<file path="config.mk">
export PLATFORM = sky130hd
export DESIGN_NAME = mem_wb_buffer
export DESIGN_NICKNAME = d
export VERILOG_FILES = /design/src/rtl/mem_wb_buffer.sv
export SDC_FILE = /design/constraint.sdc
export NUM_CORES = 1
export LEC_CHECK = 0
export CORE_ASPECT_RATIO = 0.6
export CORE_MARGIN = 2
export CORE_UTILIZATION = 43
export CTS_CLUSTER_DIAMETER = 80
export CTS_CLUSTER_SIZE = 24
export DETAILED_ROUTE_END_ITERATION = 10
export GPL_TIMING_DRIVEN = 1
export PLACE_DENSITY_LB_ADDON = 0.1
export SYNTH_ARGS = -nofsm -noshare
export SYNTH_HDL_FRONTEND = slang
export SYNTH_SLANG_ARGS = --single-unit
</file>
<file path="constraint.sdc">
create_clock -name clock -period 4.6 [get_ports clock]
set_clock_uncertainty 0.05 [all_clocks]
set_input_delay 0.69 -clock clock [delete_from_list [all_inputs] [get_ports clock]]
set_output_delay 0.69 -clock clock [all_outputs]
set_load 0.05 [all_outputs]
</file>
<file path="src/rtl/mem_wb_buffer.sv">
// Memory-writeback FIFO: 1-cycle enq->deq latency, enq_ready drops when full (even if a deq is in flight).
// Define MEM_WB_BUFFER_FLOW_EN to let an empty buffer pass the enq entry straight to deq in the same cycle.
module mem_wb_buffer #(
  parameter int DEPTH = 2,
  parameter int XLEN  = 64
) (
  input  logic                     clock,
  input  logic                     reset,
  input  logic                     io_enq_valid,
  output logic                     io_enq_ready,
  input  logic [6:0]               io_enq_bits_uop_rob_idx,
  input  logic [6:0]               io_enq_bits_uop_pdst,
  input  logic                     io_enq_bits_uop_is_amo,
  input  logic                     io_enq_bits_uop_uses_stq,
  input  logic [1:0]               io_enq_bits_uop_dst_rtype,
  input  logic [XLEN-1:0]          io_enq_bits_data,
  input  logic                     io_enq_bits_predicated,
  output logic                     io_deq_valid,
  input  logic                     io_deq_ready,
  output logic [6:0]               io_deq_bits_uop_rob_idx,
  output logic [6:0]               io_deq_bits_uop_pdst,
  output logic                     io_deq_bits_uop_is_amo,
  output logic                     io_deq_bits_uop_uses_stq,
  output logic [1:0]               io_deq_bits_uop_dst_rtype,
  output logic [XLEN-1:0]          io_deq_bits_data,
  output logic                     io_deq_bits_predicated,
  output logic                     io_rf_wen,
  output logic [$clog2(DEPTH):0]   io_count
);

  localparam int PW = $clog2(DEPTH);
  localparam int CW = PW + 1;

  typedef struct packed {
    logic [6:0]      rob_idx;
    logic [6:0]      pdst;
    logic            is_amo;
    logic            uses_stq;
    logic [1:0]      dst_rtype;
    logic [XLEN-1:0] data;
    logic            predicated;
  } ent_t;

  ent_t          mem_q [DEPTH];
  ent_t          mem_d [DEPTH];
  logic [PW-1:0] wr_ptr_q, wr_ptr_d;
  logic [PW-1:0] rd_ptr_q, rd_ptr_d;
  logic [CW-1:0] count_q, count_d;

  ent_t enq_ent;
  ent_t head_ent;
  logic empty, full, flow;
  logic enq_fire, deq_vld, deq_fire, store, pop;

  always_comb begin
    enq_ent = '{rob_idx:    io_enq_bits_uop_rob_idx,
                pdst:       io_enq_bits_uop_pdst,
                is_amo:     io_enq_bits_uop_is_amo,
                uses_stq:   io_enq_bits_uop_uses_stq,
                dst_rtype:  io_enq_bits_uop_dst_rtype,
                data:       io_enq_bits_data,
                predicated: io_enq_bits_predicated};

    empty    = (count_q == '0);
    full     = (count_q == CW'(DEPTH));
    enq_fire = io_enq_valid & ~full;

`ifdef MEM_WB_BUFFER_FLOW_EN
    flow     = empty & io_enq_valid;
    deq_vld  = (~empty | io_enq_valid) & ~reset;
    head_ent = empty ? enq_ent : mem_q[rd_ptr_q];
`else
    flow     = 1'b0;
    deq_vld  = ~empty & ~reset;
    head_ent = mem_q[rd_ptr_q];
`endif

    deq_fire = deq_vld & io_deq_ready;
    // A flow-through entry consumed this cycle never touches storage
    store    = enq_fire & ~(flow & deq_fire);
    pop      = deq_fire & ~flow;

    wr_ptr_d = wr_ptr_q;
    rd_ptr_d = rd_ptr_q;
    count_d  = count_q;
    mem_d    = mem_q;
    if (store) begin
      mem_d[wr_ptr_q] = enq_ent;
      wr_ptr_d        = wr_ptr_q + PW'(1);
    end
    if (pop) begin
      rd_ptr_d = rd_ptr_q + PW'(1);
    end
    if (store && !pop) begin
      count_d = count_q + CW'(1);
    end else if (pop && !store) begin
      count_d = count_q - CW'(1);
    end
  end

  always_ff @(posedge clock or posedge reset) begin
    if (reset) begin
      wr_ptr_q <= '0;
      rd_ptr_q <= '0;
      count_q  <= '0;
    end else begin
      wr_ptr_q <= wr_ptr_d;
      rd_ptr_q <= rd_ptr_d;
      count_q  <= count_d;
    end
  end

  always_ff @(posedge clock) begin
    mem_q <= mem_d;
  end

  assign io_enq_ready              = ~full;
  assign io_deq_valid              = deq_vld;
  assign io_deq_bits_uop_rob_idx   = head_ent.rob_idx;
  assign io_deq_bits_uop_pdst      = head_ent.pdst;
  assign io_deq_bits_uop_is_amo    = head_ent.is_amo;
  assign io_deq_bits_uop_uses_stq  = head_ent.uses_stq;
  assign io_deq_bits_uop_dst_rtype = head_ent.dst_rtype;
  assign io_deq_bits_data          = head_ent.data;
  assign io_deq_bits_predicated    = head_ent.predicated;
  assign io_rf_wen = deq_fire & (head_ent.dst_rtype == 2'd0) & ~head_ent.predicated
                   & (head_ent.pdst != 7'd0);
  assign io_count  = count_q;

endmodule

</file>
; ---- After elaboration in Yosys (flattened, before gate mapping)
; Index checks and enable logic that the tools add are counted.
[op_classes]
magnitude_cmp = 3
bitwise_logic = 12
n_addsub = 4
mux = 8
eq_ne = 1
n_reduce_logical = 9
[ops]
columns = operator, n
row1 = two-way mux 83 bit, 4
row2 = bitwise mux 166 bit, 1
row3 = demux 83 bit (select 1 bit), 1
row4 = nonzero test 7 bit, 1
row5 = AND 1 bit, 6
row6 = ">= comparator 2 bit, second input constant", 2
row7 = zero test 2 bit, 2
row8 = two-way mux 2 bit, 2
row9 = inverter 1 bit, 4
row10 = inverter 1 -> 2 bit, 2
row11 = logical AND 1 bit, 3
row12 = "adder 1 bit, second input constant", 2
row13 = "adder 2 x 1 -> 2 bit, second input constant", 1
row14 = "equality test 2 bit, second input constant", 1
row15 = zero test 1 bit, 2
row16 = "less-than comparator 2 x 1 -> 1 bit, second input constant", 1
row17 = nonzero test 2 bit, 1
row18 = "subtractor 2 x 1 -> 2 bit, second input constant", 1
[word_totals]
input_bits = 87
ff_bits = 170
word_cells = 54
output_inout_bits = 88

; ---- Depth between registers and ports, before layout
[logic_depth]
word_depth = 8
ltp_mapped = 7
mapped_depth_nobuf = 7

; ---- Worst setup path before layout
; OpenSTA, ideal clock, no wires.
[synth_timing]
path_kind = register to register
from = register count_q[0], in the netlist io_count[0]
to = register mem_q[100] (netlist bit), enable pin
path_slack_ps = -866
arrival_ps = 4891
synth_period_minus_slack_ps = 5466
t_required_ps = 4025
path_stages_with_launch = 4
path_buffers = 0
cell_sequence = dfrtp_1 nand2b_1 nand2_1 nor2_1
[synth_between]
elab_chain_cells = 3
[synth_lines]
columns = item, line
row1 = from (decl), 48  ; logic [CW-1:0] count_q, count_d;
row2 = from (signal assigned), 109  ; count_q <= count_d;
row3 = equality test 2 bit, 65  ; full = (count_q == CW'(DEPTH));
row4 = inverter 1 bit, --
row5 = net io_enq_ready, 10  ; output logic io_enq_ready,
row6 = AND 1 bit, 66  ; enq_fire = io_enq_valid & ~full;
row7 = to (signal assigned), 114  ; mem_q <= mem_d;
row8 = to (decl), 44  ; ent_t mem_q [DEPTH];
; The timed path passes the listed nets, and every way through them passes these cells.
; A chain may end at the register's enable or synchronous reset.

; ---- Worst setup path after layout
[layout_timing]
from = register rd_ptr_q
to = output port io_rf_wen
[layout_between]
elab_chain_cells = 8
elab_cells_between_ends = 10
classes_between = mux: 3 / bitwise: 5 / reduce/logical: 2
[layout_lines]
columns = item, line
row1 = from (decl), 47  ; logic [PW-1:0] rd_ptr_q, rd_ptr_d;
row2 = from (signal assigned), 108  ; rd_ptr_q <= rd_ptr_d;
row3 = inverter 1 -> 2 bit (not written as such) (*), 75  ; head_ent = mem_q[rd_ptr_q];
row4 = two-way mux 83 bit (not written as such) (*) (3 in series), 75
row5 = zero test 2 bit, 126  ; assign io_rf_wen = deq_fire & (head_ent.dst_rtype == 2'd0) & ~head_ent.predicated
row6 = AND 1 bit (2 in series), 126
row7 = AND 1 bit (*), 127  ; & (head_ent.pdst != 7'd0);
row8 = to (decl), 27  ; output logic io_rf_wen,
; Every way passes the cells marked *; elsewhere a longest branch is shown, timed or not. The select of a mux whose other input is x is not followed.

==> summary by stage <==
STA
After routing, the total negative slack on setup checks comes to 0 ps. The worst slew margin relative to its limit is 38.5%. The post-route clock period utilization is 80.3%. The maximum clock frequency is 271 MHz. For the pin with the worst max-slew slack, the measured transition is 922 ps. The final number of max-transition violations is 0. Across all setup checks in the final design, the least slack found is 906 ps. The clock period could shrink to 3690 ps.

Setup repair after global routing left no endpoint under its margin. The final-report setup violation count is 0. The final hold violation count is 0.

Setup path
Of all nets on the critical path, the largest fanout is 43. Walking the worst path, the cells encountered are buf_4 -> mux2_4 -> nor4_2 -> a211oi_2 -> clkdlybuf4s50_1. The capturing element type of the critical path is an output pin.

The worst endpoint data arrival time is about 3000 ps. The data required time at the worst endpoint is 3860 ps. The highest cell delay on the worst timing path is 710 ps. The highest-delay cell along the critical path is sky130_fd_sc_hd__clkdlybuf4s50_1.

The start-to-end type of the worst setup path is reg2out. The number of cells on the worst reg-to-reg path is 3. The worst setup path is launched from a flip-flop.

Clocking
The number of buffers added to fix hold violations after cts is 0. Post-CTS repair changed the size of 0 cells. The clock drives 170 sinks. The H-tree generated during clock tree synthesis spans 4 levels. The clock passes through at most 2 buffers.

In this run the post-CTS setup repair buffer count came out at 0. After clock tree synthesis, the clock-pin slew on the worst setup and hold paths is 70 ps. The clock reaches the later pin of the worst-skew pair after slightly above 400 ps. Buffers inserted during clock tree synthesis total 17. TritonCTS built the clock tree. The cell at the root of the clock tree is sky130_fd_sc_hd__clkbuf_16.

Floorplanning
From left edge to right edge, the die measures 159 um. Measured along the y axis, the die boundary spans about 97 um. The initialized floorplan defines 34 standard-cell rows. The placeable core region is 14300 um2. For this configuration, the core starts out at a cell density of 43.5%. The floorplan step defined a die boundary enclosing 15500 um2. The number of top-level pins is 175.

Routing
The detail-routed net length per standard cell is 17.4 um. The count of routing violations after the opening detailed-route iteration is 285. In the routed design, unresolved DRC markers number 0.

In this run the remaining antenna-violating nets after routing total 0. The detailed-route vias per instance is 4.71. For this block, the routed nets add up to 11900 um of wire. Before antenna repair, the detailed router went through 5 iterations.

Across all layers, the routed design uses roughly 3200 vias.

Finish
From synthesis to final layout, the design area changed by 41.2%. The finished layout holds 685 standard cells, fillers aside. The filler cells instantiated in the layout total 1045. The final layout contains 561 nets. In the layout the commonest cells are 174 x sky130_fd_sc_hd__clkdlybuf4s50_1, 166 x sky130_fd_sc_hd__edfxtp_1, 73 x sky130_fd_sc_hd__mux2_1. The most frequent standard cell in the layout excluding fill and tap cells is sky130_fd_sc_hd__clkdlybuf4s50_1. The share of final-layout standard cells stronger than drive strength 1 is 10.7%. The area of all placed cells without fillers is 8800 um2.

Yosys
The net count of the mapped netlist is 371. The synthesized design contains 170 register bits. Summing the sequential cell areas from Yosys gives 81.6% of the chip area. The share of the synthesized area in the top cell type is 80.0%. The Yosys step of the flow raised 0 warnings. After synthesis the cells add up to slightly above 6000 um2. Sorting the synthesized cells by area gives the leading types as sky130_fd_sc_hd__edfxtp_1 80%, sky130_fd_sc_hd__mux2_1 13%, sky130_fd_sc_hd__dfrtp_1 1.6%.

The average cell area after synthesis is around 22 um2. Counting distinct cell types in the post-synthesis netlist gives 21. The post-synthesis cell type with the largest combined area is sky130_fd_sc_hd__edfxtp_1. In the synthesized netlist, the number of instances is 283.

Power and ir drop
The power density over the cells is 724 nW/um2. The share of total power dissipated in combinational logic is 44.0%. The clock share of power is a little over a fifth.

Internal power comes to ~3.8 mW. In this run the power spent charging and discharging nets is 2.56 mW. The static leakage is 2.99 nW.

Sequential cells account for 34.9% of the total power. The worst-case IR drop observed on VDD is just under 0.4 mV. In this run switching power makes up 40.2% of total power.

Global routing
The maximum number of pins on one net before global-route repair is 65. The via count of the first global-routing pass was roughly 3300. Global routing finished with a remaining overflow of 0. In the global route stage, overall resource usage came out at 15.6%.

The first global-routing pass estimated approximately 18000 um of wire. The number of antenna violations at the first check in global routing is 0.

Place
The count of port buffers added during placement is 174. The last weighted congestion value of the routability-driven placer is 0.734. The cell area after placement is 8230 um2. The placement-stage worst setup slack is about 1100 ps. The number of placed instances, taps included, is about 650. The placed wire-length estimate is 7750 um.

Outcome
The flow ran to the end, and the final reports show no timing, DRC or antenna violations.

Min path
The worst hold path class is in2async.

Flow run
The max-capacitance violation count is 0.
-- area by class of cell --
type | count | area, um2 | share of cell area [%]
clock buffer | 17 | 425 | 4.83
timing repair buffer | 180 | 1790 | 20.3
clock inverter | 15 | 140 | 1.59
antenna | 1 | 2.50 | 0.0284
sequential | 170 | 5090 | 57.8
tap | 198 | 248 | 2.81
multi-input combinational | 100 | 1090 | 12.4
inverter | 4 | 15.0 | 0.171
-- flip-flops by register name, indices dropped and copies added, names as in the netlist --
signal and cells:
io_count 2, wr_ptr_q 1, mem_q 166, rd_ptr_q 1
-- power by group through the flow --
| stage | Combinational (mW) | Clock, mW | Sequential (mW) |
|---|---|---|---|
| finish | 2.80 | 1.35 | 2.22 |
| global route | 2.92 | 1.46 | 2.25 |
| CTS | 2.84 | 1.38 | 2.23 |
| detailed placement | 2.82 | 0 | 2.26 |
| global placement | 2.82 | 0 | 2.24 |
| floorplan | 1.89 | 0 | 2.27 |
-- worst max-delay path, delay by kind of cell, from the launching register on --
| kind | cells | cell delay, ps |
|---|---|---|
| DFF | 1 | 530 |
| and+or+nand+nor | 1 | 280 |
| AOI/OAI and AO/OA | 1 | 100 |
| buffers and inverters | 2 | 1250 |
| muxes | 1 | 360 |
-- path summary, 6_finish.rpt --
path                                                end  slack [ps]               startpoint
max in group asynchronous          rd_ptr_q$_DFFE_PP0P_        3880                    reset
worst max-delay path                          io_rf_wen         910     rd_ptr_q$_DFFE_PP0P_
worst min register to register  io_count[1]$_DFFE_PP0P_         500  io_count[1]$_DFFE_PP0P_
worst max register to register      mem_q[67]$_DFFE_PP_        2430  io_count[0]$_DFFE_PP0P_
min in group clock              io_count[1]$_DFFE_PP0P_         500  io_count[1]$_DFFE_PP0P_
worst min-delay path               rd_ptr_q$_DFFE_PP0P_         430                    reset
-- synthesized netlist by cell type --
master and instances:
sky130_fd_sc_hd__clkinv_1 1, sky130_fd_sc_hd__buf_6 1, sky130_fd_sc_hd__nand2_1 2, sky130_fd_sc_hd__dfrtp_1 4, sky130_fd_sc_hd__o21bai_1 1, sky130_fd_sc_hd__ha_1 1, sky130_fd_sc_hd__and3_1 1, sky130_fd_sc_hd__or4_4 1
sky130_fd_sc_hd__xor2_1 2, sky130_fd_sc_hd__nor4_2 1, sky130_fd_sc_hd__mux2_2 6, sky130_fd_sc_hd__mux2_4 4, sky130_fd_sc_hd__inv_1 3, sky130_fd_sc_hd__edfxtp_1 166, sky130_fd_sc_hd__buf_2 8, sky130_fd_sc_hd__nand2b_1 1
sky130_fd_sc_hd__nor3_1 1, sky130_fd_sc_hd__xnor2_1 3, sky130_fd_sc_hd__nor2_1 2, sky130_fd_sc_hd__a211oi_2 1, sky130_fd_sc_hd__mux2_1 73
-- per-layer routing --
metal  global-route usage [%]  wire length [um]  vias to the layer above
met1                     22.4              5870                     1600
met2                     22.3              5140                      115
met4                     5.45               116                        0
met5                        0                 0                        -
met3                     5.34               799                       10
li1                         -                 -                     1501
-- metrics by stage --
stage,power [mW],utilization [%],hold WS [ps]
floorplan,4.16,-,406
global placement,5.06,57.4,484
detailed placement,5.08,57.4,489
CTS,6.45,61.4,418
global route,6.64,61.4,474
finish,6.37,61.4,435
-- cell families after synthesis --
family | share of synthesized area, %
flip-flops | 81.6
multiplexers | 15.2
AO/OA/AOI/OAI | 0.321
adder cells (fa/ha/maj) | 0.201
XOR/XNOR | 0.703
buffers and inverters | 1.06
AND/OR/NAND/NOR | 0.903
Note: power is estimated with default switching activity, not from simulation.
